<file path="src/rtl/z16_fetch_unit_if.sv">
// Z16 fetch bundle: instruction-memory port, decode handshake and fetch control.
interface z16_fetch_unit_if;
  logic [15:0] o_imem_addr;
  logic [15:0] i_imem_instr;
  logic [15:0] o_instr;
  logic [15:0] o_pc;
  logic        o_valid;
  logic        i_ready;
  logic        i_redirect;
  logic [15:0] i_redirect_pc;
  logic        i_halt;
  logic        o_halted;
  logic        o_misalign;

  // Fetch unit side.
  modport master (
    output o_imem_addr,
    input  i_imem_instr,
    output o_instr,
    output o_pc,
    output o_valid,
    input  i_ready,
    input  i_redirect,
    input  i_redirect_pc,
    input  i_halt,
    output o_halted,
    output o_misalign
  );

  // Memory/decode/control side.
  modport slave (
    input  o_imem_addr,
    output i_imem_instr,
    input  o_instr,
    input  o_pc,
    input  o_valid,
    output i_ready,
    output i_redirect,
    output i_redirect_pc,
    output i_halt,
    input  o_halted,
    input  o_misalign
  );
endinterface

</file>
<file path="src/rtl/z16_fetch_unit.sv">
// Z16 instruction fetch: owns the PC, reads the combinational IMEM and holds one
// fetched instruction in an output slot offered to decode via valid/ready.
module z16_fetch_unit #(
  parameter logic [15:0] RESET_PC = 16'h0000
) (
  input  logic             i_clk,
  input  logic             i_rst_n,
  z16_fetch_unit_if.master bus
);

  typedef enum logic [0:0] {StRun, StHalt} state_e;

  // Bit 0 of the reset PC is forced low so the fetch address is always aligned.
  localparam logic [15:0] ResetPcAligned = {RESET_PC[15:1], 1'b0};

  state_e      r_state;
  logic [15:0] r_f_pc;
  logic [15:0] r_instr;
  logic [15:0] r_pc;
  logic        r_valid;
  logic        r_misalign;

  state_e      w_state_next;
  logic [15:0] w_f_pc_next;
  logic [15:0] w_instr_next;
  logic [15:0] w_pc_next;
  logic        w_valid_next;
  logic        w_misalign_next;
  logic        w_slot_free;

  assign w_slot_free = !r_valid || bus.i_ready;

  // State and slot registers; reset is asynchronous so outputs clear immediately.
  always_ff @(posedge i_clk or negedge i_rst_n) begin
    if (!i_rst_n) begin
      r_state    <= StRun;
      r_f_pc     <= ResetPcAligned;
      r_instr    <= 16'h0000;
      r_pc       <= 16'h0000;
      r_valid    <= 1'b0;
      r_misalign <= 1'b0;
    end else begin
      r_state    <= w_state_next;
      r_f_pc     <= w_f_pc_next;
      r_instr    <= w_instr_next;
      r_pc       <= w_pc_next;
      r_valid    <= w_valid_next;
      r_misalign <= w_misalign_next;
    end
  end

  // Next-state logic: redirect beats halt beats fetch; HALT only drains the slot.
  always_comb begin
    w_state_next    = r_state;
    w_f_pc_next     = r_f_pc;
    w_instr_next    = r_instr;
    w_pc_next       = r_pc;
    w_valid_next    = r_valid;
    w_misalign_next = 1'b0;

    if (bus.i_redirect) begin
      // Flush the slot; a same-cycle accept has already completed its transfer.
      w_f_pc_next     = {bus.i_redirect_pc[15:1], 1'b0};
      w_valid_next    = 1'b0;
      w_state_next    = StRun;
      w_misalign_next = bus.i_redirect_pc[0];
    end else begin
      unique case (r_state)
        StRun: begin
          if (bus.i_halt) begin
            w_state_next = StHalt;
          end
          // The halting cycle still captures one instruction if the slot is free.
          if (w_slot_free) begin
            w_instr_next = bus.i_imem_instr;
            w_pc_next    = r_f_pc;
            w_valid_next = 1'b1;
            w_f_pc_next  = r_f_pc + 16'd2;
          end
        end
        StHalt: begin
          if (r_valid && bus.i_ready) begin
            w_valid_next = 1'b0;
          end
        end
        default: begin
          w_state_next = StRun;
        end
      endcase
    end
  end

  assign bus.o_imem_addr = r_f_pc;
  assign bus.o_instr     = r_instr;
  assign bus.o_pc        = r_pc;
  assign bus.o_valid     = r_valid;
  assign bus.o_halted    = (r_state == StHalt);
  assign bus.o_misalign  = r_misalign;

endmodule

</file>
<file path="src/flat_wrapper.sv">
// flat-port wrapper written by rule: the top's interface ports become plain ports
module z16_fetch_unit_flat 
#(
  parameter logic [15:0] RESET_PC = 16'h0000
)
  (i_clk, i_rst_n, bus_o_imem_addr, bus_i_imem_instr, bus_o_instr, bus_o_pc, bus_o_valid, bus_i_ready, bus_i_redirect, bus_i_redirect_pc, bus_i_halt, bus_o_halted, bus_o_misalign);
  z16_fetch_unit_if bus_i ();
  input  logic i_clk;
  input  logic i_rst_n;
  output wire logic [$bits(bus_i.o_imem_addr)-1:0] bus_o_imem_addr;
  input wire logic [$bits(bus_i.i_imem_instr)-1:0] bus_i_imem_instr;
  output wire logic [$bits(bus_i.o_instr)-1:0] bus_o_instr;
  output wire logic [$bits(bus_i.o_pc)-1:0] bus_o_pc;
  output wire logic [$bits(bus_i.o_valid)-1:0] bus_o_valid;
  input wire logic [$bits(bus_i.i_ready)-1:0] bus_i_ready;
  input wire logic [$bits(bus_i.i_redirect)-1:0] bus_i_redirect;
  input wire logic [$bits(bus_i.i_redirect_pc)-1:0] bus_i_redirect_pc;
  input wire logic [$bits(bus_i.i_halt)-1:0] bus_i_halt;
  output wire logic [$bits(bus_i.o_halted)-1:0] bus_o_halted;
  output wire logic [$bits(bus_i.o_misalign)-1:0] bus_o_misalign;
  assign bus_o_imem_addr = bus_i.o_imem_addr;
  assign bus_i.i_imem_instr = bus_i_imem_instr;
  assign bus_o_instr = bus_i.o_instr;
  assign bus_o_pc = bus_i.o_pc;
  assign bus_o_valid = bus_i.o_valid;
  assign bus_i.i_ready = bus_i_ready;
  assign bus_i.i_redirect = bus_i_redirect;
  assign bus_i.i_redirect_pc = bus_i_redirect_pc;
  assign bus_i.i_halt = bus_i_halt;
  assign bus_o_halted = bus_i.o_halted;
  assign bus_o_misalign = bus_i.o_misalign;
  z16_fetch_unit #(.RESET_PC(RESET_PC)) u_core (.i_clk(i_clk), .i_rst_n(i_rst_n), .bus(bus_i));
endmodule
</file>
<file path="config.mk">
export PLATFORM = sky130hd
export DESIGN_NAME = z16_fetch_unit_flat
export DESIGN_NICKNAME = d
export VERILOG_FILES = /design/src/rtl/z16_fetch_unit_if.sv /design/src/rtl/z16_fetch_unit.sv /design/src/flat_wrapper.sv
export SDC_FILE = /design/constraint.sdc
export NUM_CORES = 1
export LEC_CHECK = 0
export ABC_AREA = 1
export CORE_ASPECT_RATIO = 1.1
export CORE_MARGIN = 3
export CORE_UTILIZATION = 44
export CTS_CLUSTER_SIZE = 8
export DETAILED_ROUTE_END_ITERATION = 6
export PLACE_DENSITY = 0.8
export SLEW_MARGIN = 30
export SYNTH_ARGS = -nofsm -noshare
export SYNTH_HDL_FRONTEND = slang
export SYNTH_SLANG_ARGS = --single-unit
</file>
<file path="constraint.sdc">
create_clock -name i_clk -period 1.7 [get_ports i_clk]
set_clock_uncertainty 0.1 [all_clocks]
set_input_delay 0.17 -clock i_clk [delete_from_list [all_inputs] [get_ports i_clk]]
set_output_delay 0.17 -clock i_clk [all_outputs]
set_load 0.05 [all_outputs]
</file>
# Word level (Yosys, flattened, before mapping)
# Cells that the tools add are included.
[classes]
muxes = 11
n_eq_ne = 3
n_bitwise = 2
add_sub_neg = 1
mul = 0
div_mod_pow = 0
order_cmp = 0
n_shift = 0
reduce_logical = 7
[ops]
columns = ["cell", "n"]
rows = [
  ["$mux 16", 3],
  ["$add 16x2->16 const B", 1],
  ["$mux 1", 7],
  ["$reduce_and 2->1", 2],
  ["$ne 3x2->1 const B", 1],
  ["$ne 3x3->1 const B", 1],
  ["$reduce_and 3->1", 1],
  ["$ne 2x2->1 const B", 1],
  ["$not 1->1", 2],
  ["$pmux 1 s2", 1],
  ["$reduce_bool 2->1", 1],
  ["$logic_and 1x1->1", 1],
  ["$logic_not 1->1", 1],
  ["$logic_or 1x1->1", 1],
]
[totals]
latch_bits = 0
n_memories = 0
ram_bits = 0
romBits = 0
reg_bits = 51

# Logic depth before layout (Yosys ltp)
[depth]
depth_word = 5
ltp_mapped = 9

# Worst setup path after synthesis
# OpenSTA, ideal clock, no wires.
[synth_timing]
path_kind = "flip-flop to flip-flop"
start = "register u_core.r_f_pc[2], in the netlist u_core.bus.o_imem_addr[2]"
end = "register u_core.r_f_pc[9], in the netlist u_core.bus.o_imem_addr[9]"
slack_ns = -0.049
setup_time_ns = 0.118
arrival_ns = 1.531
path_stages_with_launch = 9
cell_sequence = "dfrtp_1 > ha_1 > nand2_2 > nor2_4 > nand2_2 > xor2_1 > nand2_1 > nand2_1 > nand2_1"
[synth_between]
elab_chain_cells = 4
[synth_rtl]
columns = ["element", "line", "source"]
rows = [
  ["from (decl)", "z16_fetch_unit.sv:17", "logic [15:0] r_f_pc;"],
  ["from (signal assigned)", "z16_fetch_unit.sv:37", "r_f_pc <= ResetPcAligned;"],
  ["from (signal assigned)", "z16_fetch_unit.sv:44", "r_f_pc <= w_f_pc_next;"],
  ["$add 16x2->16", "z16_fetch_unit.sv:78", "w_f_pc_next = r_f_pc + 16'd2;"],
  ["$mux 16", "z16_fetch_unit.sv:74", "if (w_slot_free) begin"],
  ["$mux 16", "z16_fetch_unit.sv:68", "unique case (r_state)"],
  ["$mux 16", "z16_fetch_unit.sv:61", "if (bus.i_redirect) begin"],
]
# No other way between the ends. The select of a mux whose other input is x is not followed.
# A chain may end at the register's enable or synchronous reset.

# Final worst setup path
# Ends and elaborated chain as after synthesis.

==> reports/qor.txt <==
vias in the first global route = 1,919
DP HPWL = 4315 um
Sw Ratio = 0.3973
Fin Hold WS = 0.2902 ns
I/O Buffers = 85
Worst path max stage delay = 0.41 ns
Final Non-Filler Cells = 437
first-pass GRT wire length = 9204 um
combinational share of power = 0.383
period utilisation layout = 0.8725
Slew Limit Fails = 0
Most common cell on crit path = nand2_1
root buffer cell = clkbuf_8
vias = 2,092
GPL Wtd Cong = 0.8297
status = completed
Yosys reg bits = 49
final setup violating endpoints = 0
Yosys warnings = 0
pwr dens = 1219 nW/um2
Pleak = 1.674 nW
pin count of the biggest net entering global routing = 50
crit path max fanout = 5
Worst Path Required = 1.80 ns
fin util = 0.6547
commonest non-fill, non-tap cell in the layout = nand2_1
WP depth = 8
final instance area = 3296 um2
WS Path Type = reg2reg
# IOs = 88
Inserted Clock Buffers = 5
die width = 75.14 um
Period minus WS final = 1.483 ns
final WL = 5802 um
Die Area = 6165 um2
ys async rst share = 1.000
fill count = 430
GRT overflow = 0
hold violation count in the final report = 0
post-DR vias/cell = 4.787
part of the Yosys area used for sequential elements = 0.5300
FP Rows = 27
Diodes inserted = 0
max-cap violation count = 0
Multi-input gate area = 947.2 um2
Worst path slowest cell = dfrtp_2
mapped cell area = 2313 um2
crit end category = flip-flop
initial antenna violation count = 0
first-iteration detailed-routing DRC count = 152
CP delay by family, top = simple AND/OR/NAND/NOR gates
Starting Density = 0.4596
Placed Instances = 428
Worst EP arrival = 1.58 ns
post-CTS setup buffers = 0
post-route ant nets = 0
Worst-path clk slew = 0.09 ns
R2R cell count = 8
Fmax achieved = 0.6742 GHz
setup TNS = 0 ns
Int Pwr = 2.421 mW
Main synth FF type = dfrtp_1
type of the worst min-delay path = in2async
most frequent cells in the layout = nand2_1, buf_4, dfrtp_1, clkdlybuf4s50_1, nor2_1
post-synth cell types = 30
CTS tree = built
# hold bufs at CTS = 1
Max IR drop VDD = 0.4736 mV
critical path cell sequence = ha_1 -> nand2_2 -> nor2_4 -> nand2_2 -> xor2_1 -> nand2_1 -> nand2_1 -> nand2_1
DRC = 0
H-tree Lvls = 2
Net Switching = 1.596 mW
clk sinks = 49
drt first pass iters = 4
routed len/inst = 13.28 um
share of cells above drive strength 1 = 0.2348
WP buf/inv = 0
sequential share of power = 0.377
Clk pwr share = 0.241
Mapped Cells = 287
post-CTS sizing = 0
average cell area after synthesis = 8.061 um2
placed instance area = 3152 um2
NumNets Final = 416
clk_lat worst skew = 0.30 ns
critical path launch point type = flip-flop
Die Ht = 82.05 um
Overall Global Routing Usage = 0.1946
core area = 5034 um2
Max Buffers Root-to-Sink = 2
Post-synth EDFFs = 0
P&R area growth vs syn = 42.46%
FF/Latch Area = 1229 um2
RSZ-0062 raised after global routing = false
-- cell families (layout without fill, tap and decap cells) --
kind of cell               after synthesis  count (layout)  synth area share
xor gates and xnor gates                 4               4           0.01515
and+or+nand+nor                        173             173            0.3191
adders and majority gates                1               1          0.005407
AOI/OAI and AO/OA                       27              27           0.06652
DFF                                     49              49            0.5300
other                                    1               2          0.001621
buffers and inverters                   32             123           0.06219
-- sequential cells by signal, indices dropped and copies added (netlist names) --
name                    count
u_core.bus.o_imem_addr     15
u_core.bus.o_valid          1
u_core.bus.o_misalign       1
u_core.bus.o_instr         16
u_core.bus.o_halted         1
u_core.bus.o_pc            15
-- worst register-to-register path, cell delays in order, from the launching register on --
cell	delay, ns
dfrtp_2	0.41
ha_1	0.24
nand2_2	0.09
nor2_4	0.15
nand2_2	0.10
xor2_1	0.15
nand2_1	0.06
nand2_1	0.05
nand2_1	0.04
-- path summary, 6_finish.rpt --
kind	from	end	slack, ns
hold / removal	i_rst_n	u_core.bus.o_instr[14]	0.29
hold reg to reg	u_core.bus.o_instr[11]	u_core.bus.o_instr[11]	0.38
setup / recovery	u_core.bus.o_imem_addr[2]	u_core.bus.o_imem_addr[9]	0.22
min in group i_clk	bus_i_redirect_pc[0]	u_core.bus.o_misalign	0.29
setup reg to reg	u_core.bus.o_imem_addr[2]	u_core.bus.o_imem_addr[9]	0.22
max in group asynchronous	i_rst_n	u_core.bus.o_imem_addr[2]	0.98
-- metal layers --
layer,vias up,GRT usage,wire length (um)
met5,-,0,0
met4,0,0.06119,51
met3,6,0.03917,376
met2,66,0.3275,2820
met1,942,0.2502,2553
li1,1078,-,-
-- synthesized netlist by cell type (2+ instances only) --
master | count | area [um2]
dfrtp_1 | 49 | 1226
o21ai_0 | 13 | 65.06
inv_1 | 15 | 56.30
nor2_4 | 2 | 22.52
nor2_2 | 4 | 25.02
o211ai_1 | 3 | 22.52
nor2_1 | 25 | 93.84
buf_4 | 4 | 30.03
a21oi_1 | 4 | 20.02
nand4_1 | 5 | 31.28
xor2_1 | 3 | 26.28
o21ai_1 | 3 | 15.01
inv_2 | 5 | 18.77
nand2_1 | 114 | 427.9
buf_2 | 7 | 35.03
nand3_1 | 12 | 60.06
nand2_2 | 6 | 37.54
-- power by group through the flow --
stage | Clock, mW | Combinational [mW] | Sequential [mW]
5_1_grt | 1.03 | 1.64 | 1.54
2_1_floorplan | 0 | 0.341 | 2.18
3_3_place_gp | 0 | 1.53 | 1.53
6_report | 0.968 | 1.54 | 1.51
3_5_place_dp | 0 | 1.55 | 1.53
4_1_cts | 0.987 | 1.55 | 1.51
-- per-stage QoR --
| step | power, mW | setup slack [ns] |
|---|---|---|
| floorplan | 2.521 | 0.1241 |
| global placement | 3.061 | 0.09525 |
| detailed placement | 3.079 | 0.05897 |
| CTS | 4.050 | 0.2153 |
| global route | 4.206 | 0.05887 |
| finish | 4.017 | 0.2167 |
-- final cells by class --
cell class              instances  share of cell area
clock buffers                   5             0.02088
clock inverters                 3             0.01974
inverters                      20             0.02278
multi-input cells             207              0.2874
flip-flops and latches         49              0.3728
well taps                      58             0.02202
repair buffers                 95              0.2544
Note: power is estimated with default switching activity, not from simulation.
